==> config.mk <==
export PLATFORM = sky130hd
export DESIGN_NAME = sysid_check_ctrl
export DESIGN_NICKNAME = d
export VERILOG_FILES = /design/src/rtl/sysid_check_pkg.sv /design/src/rtl/sysid_word_sampler.sv /design/src/rtl/sysid_check_ctrl.sv
export SDC_FILE = /design/constraint.sdc
export NUM_CORES = 1
export LEC_CHECK = 0
export CORE_ASPECT_RATIO = 0.8
export CORE_MARGIN = 1
export CORE_UTILIZATION = 25
export CTS_CLUSTER_DIAMETER = 30
export CTS_CLUSTER_SIZE = 25
export DETAILED_ROUTE_END_ITERATION = 8
export PLACE_DENSITY = 0.52
export SLEW_MARGIN = 20
export SYNTH_ARGS = -nofsm -noshare
export SYNTH_HDL_FRONTEND = slang
export SYNTH_SLANG_ARGS = --single-unit
==> constraint.sdc <==
create_clock -name clock -period 2.11 [get_ports clock]
set_clock_uncertainty 0.2 [all_clocks]
set_input_delay 0.633 -clock clock [delete_from_list [all_inputs] [get_ports clock]]
set_output_delay 0.633 -clock clock [all_outputs]
set_load 0.02 [all_outputs]
==> src/rtl/sysid_check_pkg.sv <==
// -----------------------------------------------------------------------------
// sysid_check_pkg
// Shared types and constants for the sysid boot-time check sequencer.
//   state_t       : sequencer states
//   FC_*          : verdict codes reported on fail_code
//   SMP_CNT_W     : sample counter width (holds 0..14, SAMPLES range 1..15)
//   RETRY_CNT_W   : retry counter width (holds 0..15, MAX_RETRIES range 0..15)
// -----------------------------------------------------------------------------
package sysid_check_pkg;

    typedef enum logic [2:0] {
        ST_IDLE,
        ST_SET_ID,
        ST_SMP_ID,
        ST_SET_TS,
        ST_SMP_TS,
        ST_CHECK,
        ST_DONE
    } state_t;

    localparam logic [1:0] FC_NONE     = 2'd0;
    localparam logic [1:0] FC_ID       = 2'd1;
    localparam logic [1:0] FC_TS       = 2'd2;
    localparam logic [1:0] FC_UNSTABLE = 2'd3;

    localparam int SMP_CNT_W   = 4;
    localparam int RETRY_CNT_W = 4;

endpackage

==> src/rtl/sysid_word_sampler.sv <==
// -----------------------------------------------------------------------------
// sysid_word_sampler
// Samples one 32-bit word on SAMPLES consecutive enabled cycles. The first
// sample is captured; any later sample that differs sets a sticky unstable
// flag. Shared by the ID and TS phases: the counter returns to zero after the
// last sample of a phase, so the next phase starts cleanly, while the unstable
// flag persists until i_clear.
// Ports:
//   clock, reset_n : clock, async active-low reset
//   i_clear        : clears counter, capture and unstable flag
//   i_enable       : take one sample of i_data this cycle
//   i_data         : word being sampled
//   o_last         : this enabled cycle is the final sample of the phase
//   o_word         : captured word as it will be after this cycle's edge
//   o_unstable     : sticky unstable flag
// -----------------------------------------------------------------------------
module sysid_word_sampler
    import sysid_check_pkg::*;
#(
    parameter int SAMPLES = 4
) (
    input  logic        clock,
    input  logic        reset_n,
    input  logic        i_clear,
    input  logic        i_enable,
    input  logic [31:0] i_data,
    output logic        o_last,
    output logic [31:0] o_word,
    output logic        o_unstable
);

    logic [SMP_CNT_W-1:0] r_count;
    logic [31:0]          r_capture;
    logic                 r_unstable;
    logic                 w_first;

    assign w_first    = (r_count == '0);
    assign o_last     = i_enable && (r_count == SMP_CNT_W'(SAMPLES - 1));
    // On the first sample the capture register is only loaded at the edge,
    // so forward the live data; this matters when SAMPLES is 1.
    assign o_word     = w_first ? i_data : r_capture;
    assign o_unstable = r_unstable;

    // NOTE: all state here uses non-blocking assignments so every register
    // updates from pre-edge values regardless of statement order.
    always_ff @(posedge clock or negedge reset_n) begin
        if (!reset_n) begin
            r_count    <= '0;
            r_capture  <= '0;
            r_unstable <= 1'b0;
        end else if (i_clear) begin
            r_count    <= '0;
            r_capture  <= '0;
            r_unstable <= 1'b0;
        end else if (i_enable) begin
            if (w_first) begin
                r_capture <= i_data;
            end else if (i_data != r_capture) begin
                r_unstable <= 1'b1;
            end
            r_count <= o_last ? '0 : r_count + 1'b1;
        end
    end

endmodule

==> src/rtl/sysid_check_ctrl.sv <==
// -----------------------------------------------------------------------------
// sysid_check_ctrl
// Boot-time sequencer that reads the sysid ID word (address 0) and timestamp
// word (address 1), samples each SAMPLES times for stability, compares them
// against EXPECTED_ID / EXPECTED_TS, retries up to MAX_RETRIES times and
// latches a pass/fail verdict with the captured words.
// Ports:
//   clock, reset_n  : clock, async active-low reset
//   start           : single-cycle launch pulse (accepted in IDLE or DONE)
//   sysid_address   : address driven to the sysid slave
//   sysid_readdata  : sysid slave read data
//   busy            : check in progress
//   done            : verdict valid, held until the next accepted start
//   pass            : 1 when both words matched and were stable
//   fail_code       : FC_NONE / FC_ID / FC_TS / FC_UNSTABLE
//   captured_id/ts  : first sample of each word from the latest pass
//   retry_count     : retries consumed by the current or last check
// -----------------------------------------------------------------------------
module sysid_check_ctrl
    import sysid_check_pkg::*;
#(
    parameter logic [31:0] EXPECTED_ID = 32'd0,
    parameter logic [31:0] EXPECTED_TS = 32'd1365185748,
    parameter int          SAMPLES     = 4,
    parameter int          MAX_RETRIES = 3,
    parameter bit          AUTO_START  = 1'b1
) (
    input  logic        clock,
    input  logic        reset_n,
    input  logic        start,
    output logic        sysid_address,
    input  logic [31:0] sysid_readdata,
    output logic        busy,
    output logic        done,
    output logic        pass,
    output logic [1:0]  fail_code,
    output logic [31:0] captured_id,
    output logic [31:0] captured_ts,
    output logic [3:0]  retry_count
);

    state_t                 r_state;
    logic                   r_auto_pending;
    logic                   r_address;
    logic                   r_busy;
    logic                   r_done;
    logic                   r_pass;
    logic [1:0]             r_fail_code;
    logic [31:0]            r_captured_id;
    logic [31:0]            r_captured_ts;
    logic [RETRY_CNT_W-1:0] r_retry_count;

    logic                   w_smp_clear;
    logic                   w_smp_en;
    logic                   w_smp_last;
    logic [31:0]            w_smp_word;
    logic                   w_unstable;
    logic [1:0]             w_fail;

    // SET_ID is entered only at launch or retry, which is exactly when the
    // sticky unstable flag must start fresh.
    assign w_smp_clear = (r_state == ST_SET_ID);
    assign w_smp_en    = (r_state == ST_SMP_ID) || (r_state == ST_SMP_TS);

    sysid_word_sampler #(
        .SAMPLES (SAMPLES)
    ) u_sampler (
        .clock      (clock),
        .reset_n    (reset_n),
        .i_clear    (w_smp_clear),
        .i_enable   (w_smp_en),
        .i_data     (sysid_readdata),
        .o_last     (w_smp_last),
        .o_word     (w_smp_word),
        .o_unstable (w_unstable)
    );

    // Highest-priority failure: unstable, then ID, then TS.
    // NOTE: the default assignment first keeps this block free of latches.
    always_comb begin
        w_fail = FC_NONE;
        if (w_unstable) begin
            w_fail = FC_UNSTABLE;
        end else if (r_captured_id != EXPECTED_ID) begin
            w_fail = FC_ID;
        end else if (r_captured_ts != EXPECTED_TS) begin
            w_fail = FC_TS;
        end
    end

    always_ff @(posedge clock or negedge reset_n) begin
        if (!reset_n) begin
            r_state        <= ST_IDLE;
            r_auto_pending <= AUTO_START;
            r_address      <= 1'b0;
            r_busy         <= 1'b0;
            r_done         <= 1'b0;
            r_pass         <= 1'b0;
            r_fail_code    <= FC_NONE;
            r_captured_id  <= '0;
            r_captured_ts  <= '0;
            r_retry_count  <= '0;
        end else begin
            // Auto launch is offered on the first edge after reset only.
            r_auto_pending <= 1'b0;
            case (r_state)
                ST_IDLE, ST_DONE: begin
                    if (start || (r_auto_pending && r_state == ST_IDLE)) begin
                        r_state       <= ST_SET_ID;
                        r_address     <= 1'b0;
                        r_busy        <= 1'b1;
                        r_done        <= 1'b0;
                        r_pass        <= 1'b0;
                        r_fail_code   <= FC_NONE;
                        r_retry_count <= '0;
                    end
                end
                ST_SET_ID: r_state <= ST_SMP_ID;
                ST_SMP_ID: begin
                    if (w_smp_last) begin
                        r_captured_id <= w_smp_word;
                        r_address     <= 1'b1;
                        r_state       <= ST_SET_TS;
                    end
                end
                ST_SET_TS: r_state <= ST_SMP_TS;
                ST_SMP_TS: begin
                    if (w_smp_last) begin
                        r_captured_ts <= w_smp_word;
                        r_state       <= ST_CHECK;
                    end
                end
                ST_CHECK: begin
                    r_address <= 1'b0;
                    if (w_fail == FC_NONE) begin
                        r_state <= ST_DONE;
                        r_busy  <= 1'b0;
                        r_done  <= 1'b1;
                        r_pass  <= 1'b1;
                    end else if (r_retry_count < RETRY_CNT_W'(MAX_RETRIES)) begin
                        r_retry_count <= r_retry_count + 1'b1;
                        r_state       <= ST_SET_ID;
                    end else begin
                        r_state     <= ST_DONE;
                        r_busy      <= 1'b0;
                        r_done      <= 1'b1;
                        r_fail_code <= w_fail;
                    end
                end
                default: r_state <= ST_IDLE;
            endcase
        end
    end

    assign sysid_address = r_address;
    assign busy          = r_busy;
    assign done          = r_done;
    assign pass          = r_pass;
    assign fail_code     = r_fail_code;
    assign captured_id   = r_captured_id;
    assign captured_ts   = r_captured_ts;
    assign retry_count   = r_retry_count;

endmodule

==> impl_results.md <==
* P per Cell Area at 1600 mW/mm^2
* Logic pwr share at 55.1%
* Register share of total power at 26.2%
* Sw Ratio at 39.7%
* Core region area at 0.0208 mm^2
* Leakage Power at 4.32 nW
* Unique masters post-synth at 55
* CTS tree: done
* Detailed placement HPWL at 13.1 mm
* Main area contributors after synthesis: dfrtp_1 54%, mux2i_1 6.6%, o21ai_1 6.4%, nand2_1 5.6%, a22o_1 5.3%
* Count leader, synth: dfrtp_1
* WHS at 0.299 ns
* Worst Path Buf+Inv at 1
* Commonest cells in the netlist: 114 x dfrtp_1, 79 x nand2_1, 68 x o21ai_1
* Area Growth Syn to Fin at 75.9%
* Critical path's top delay family: simple AND/OR/NAND/NOR gates
* Cells after Synth at 511
* Top_reg_cell synth: dfrtp_1
* Syn Std Cell Area at 0.00533 mm^2
* Crit path kind: flip-flop to flip-flop
* Row cnt at 47
* Post-synth top area share at 53.5%
* Vias in the first global route at 4925
* CP peak stage delay at 0.45 ns
* Slowest-stage cell, CP: or3_4
* Die Y at 133 um
* Maximum VDD drop at 0.000803 V
* Clock sink count at 115
* Crit-path cells: nor4_2 -> buf_4 -> nand4_1 -> or3_4 -> or3_1 -> o311ai_1
* Worst setup SP type: flip-flop
* Layout Cells excl Fill at 1054
* Yosys top cell by area: dfrtp_1
* Final ANT Viol Nets at 0
* Worst min path class: flip-flop to flip-flop
* Initial Util at 25.6%
* Final WS setup at -0.229 ns
* TNS Setup at -3.95 ns
* Layout cells sized above 1 at 41.5%
* Final period util at 111%
* CP max FO at 5
* Crit path capture type: flip-flop
* Routability cong. at 0.875
* ANT cells at 0
* Worst path arrival time at 2.47 ns
* TritonCTS Buffers at 17
* # IOs at 109
* Total grt overflow at 0
* Final setup fails at 81
* Clk_lat worst skew at 0.43 ns
* Dpl cells at 991
* Clk pwr share at 18.7%
* Die Wd at 165 um
* GRT Total Usage at 17.1%
* DR iter-0 viols at 306
* Psw at 0.00595 W
* DRC at 16
* RSZ-0062 raised after global routing: true
* Final Net Count at 811
* DIE AREA at 0.0219 mm^2
* Clock transition at the registers of the reported paths at 0.05 ns
* Status: finished with violations
* Area after DPL at 0.00775 mm^2
* Drt pass-1 iters at 6
* Fin. max-slew vios at 0
* Failing checks: design-rule violations, negative setup slack
* Crit path time final at 2.34 ns
* Pin count of the biggest net entering global routing at 41
* Initial antenna violation count at 1
* Syn_nets at 549
* Final wirelength at 20.8 mm
* Syn avg cell area at 10.4 um^2
* Number of synthesized flops with an enable pin at 0
* Post-DR wirelength/cell at 19.8 um
* CTS root buf: clkbuf_16
* Yosys warnings at 0
* Fillers at 1945
* Final Hold Viols at 0
* Max Cap Viol at 0
* Clock buffer depth at 2
* Max H-tree Level at 4
* CP required at 2.24 ns
* Internal Power at 0.00905 W
* IO Port Bufs at 108
* Overall via count from detail_route at 5223
* Drt via density at 4.96
* First-pass GRT wire length at 27.9 mm
* Max Freq at 427 MHz
* Finished Cell Area at 0.00938 mm^2
* #FFs+latches synth at 115
* Register area share after synthesis at 54.0%
* Ys async rst share at 100%
-- power by group through the flow --
stage	registers, W	clock network [W]	logic [W]
final	0.00393	0.00281	0.00826
after global routing	0.00404	0.00294	0.00879
after CTS	0.00383	0.00284	0.00669
after detailed placement	0.00383	0	0.00697
after global placement	0.00378	0	0.00688
after floorplan	0.00462	0	0.00235
-- through the flow --
stage | setup WS (ns) | total power, W | utilization, %
after detailed placement | -0.380 | 0.0108 | 37.2
after global routing | -0.330 | 0.0158 | 45.0
after CTS | -0.263 | 0.0134 | 40.0
after floorplan | -0.0448 | 0.00697 | -
final | -0.229 | 0.0150 | 45.0
after global placement | -0.360 | 0.0107 | 37.2
-- timing repair --
item                       CTS  global route
cloned                       0            22
setup endpoints to repair  148           131
pin swaps                    4            40
hold buffers                 1             0
buffers inserted             0            11
resized for setup          108           189
hold endpoints to repair    24             0
-- sequential cells by signal (all words and copies together) (netlist names) --
register              count
captured_ts              32
retry_count               4
sysid_address             1
r_auto_pending            1
fail_code                 2
r_state                   3
captured_id              32
u_sampler.r_capture      32
pass                      1
u_sampler.o_unstable      1
u_sampler.r_count         4
busy                      1
done                      1
-- final timing paths --
path	start	end	slack [ns]	cells after the start
max in group asynchronous	reset_n	u_sampler.r_count[2]	0.65	3
min in group asynchronous	reset_n	sysid_address	0.50	2
setup / recovery	captured_id[15]	retry_count[0]	-0.23	6
setup reg to reg	captured_id[15]	retry_count[0]	-0.23	6
hold / removal	pass	pass	0.30	2
hold reg to reg	pass	pass	0.30	2
-- kinds of logic (layout without fill, tap and decap cells) --
group,Yosys count,after routing,synth area share (%)
AO/OA/AOI/OAI,135,135,16.2
XOR/XNOR,32,32,5.26
adder cells (fa/ha/maj),4,4,0.892
buffers and inverters,37,309,2.75
flip-flops,115,115,54.0
multiplexers,35,35,6.57
other,1,1,0.0704
AND/OR/NAND/NOR,152,154,14.2
-- cells in the final DEF (no fill, tap or decap), types with 7 or more instances in the layout --
| master | synthesis | final |
|---|---|---|
| a22o_1 | 32 | 32 |
| buf_12 | 0 | 11 |
| buf_4 | 0 | 126 |
| buf_6 | 0 | 11 |
| clkbuf_16 | 0 | 31 |
| clkbuf_2 | 0 | 11 |
| clkdlybuf4s15_1 | 0 | 35 |
| clkdlybuf4s50_1 | 0 | 33 |
| dfrtp_1 | 114 | 112 |
| dlygate4sd2_1 | 0 | 27 |
| mux2i_1 | 35 | 14 |
| mux2i_2 | 0 | 12 |
| mux2i_4 | 0 | 9 |
| nand2_1 | 79 | 35 |
| nand2_2 | 0 | 31 |
| nand2_4 | 0 | 13 |
| nand4_1 | 7 | 7 |
| nor2_1 | 13 | 11 |
| nor4_1 | 18 | 17 |
| o21ai_0 | 8 | 8 |
| o21ai_1 | 68 | 41 |
| o21ai_2 | 0 | 27 |
| xor2_1 | 32 | 32 |
-- metal layers --
layer / track usage, % / routed length [um] / vias up
li1: - / - / 2382
met1: 24.5 / 9660 / 2630
met2: 24.5 / 9230 / 181
met3: 5.11 / 1580 / 30
met4: 5.05 / 377 / 0
met5: 0 / 0 / -
-- cell type report --
class	instances	area, um^2	area share [%]
multi-input combinational	361	2900	30.9
sequential	115	2880	30.7
timing repair buffer	272	2660	28.4
tap	269	337	3.59
inverter	6	27.5	0.294
clock inverter	4	45.0	0.480
clock buffer	27	523	5.58
-- tightest hold or removal path, stage by stage (launching register included) --
cell and delay, ns:
dfrtp_1 0.34, nand2_1 0.07, o21ai_2 0.06
No activity file was read; power rests on OpenSTA's default activity.
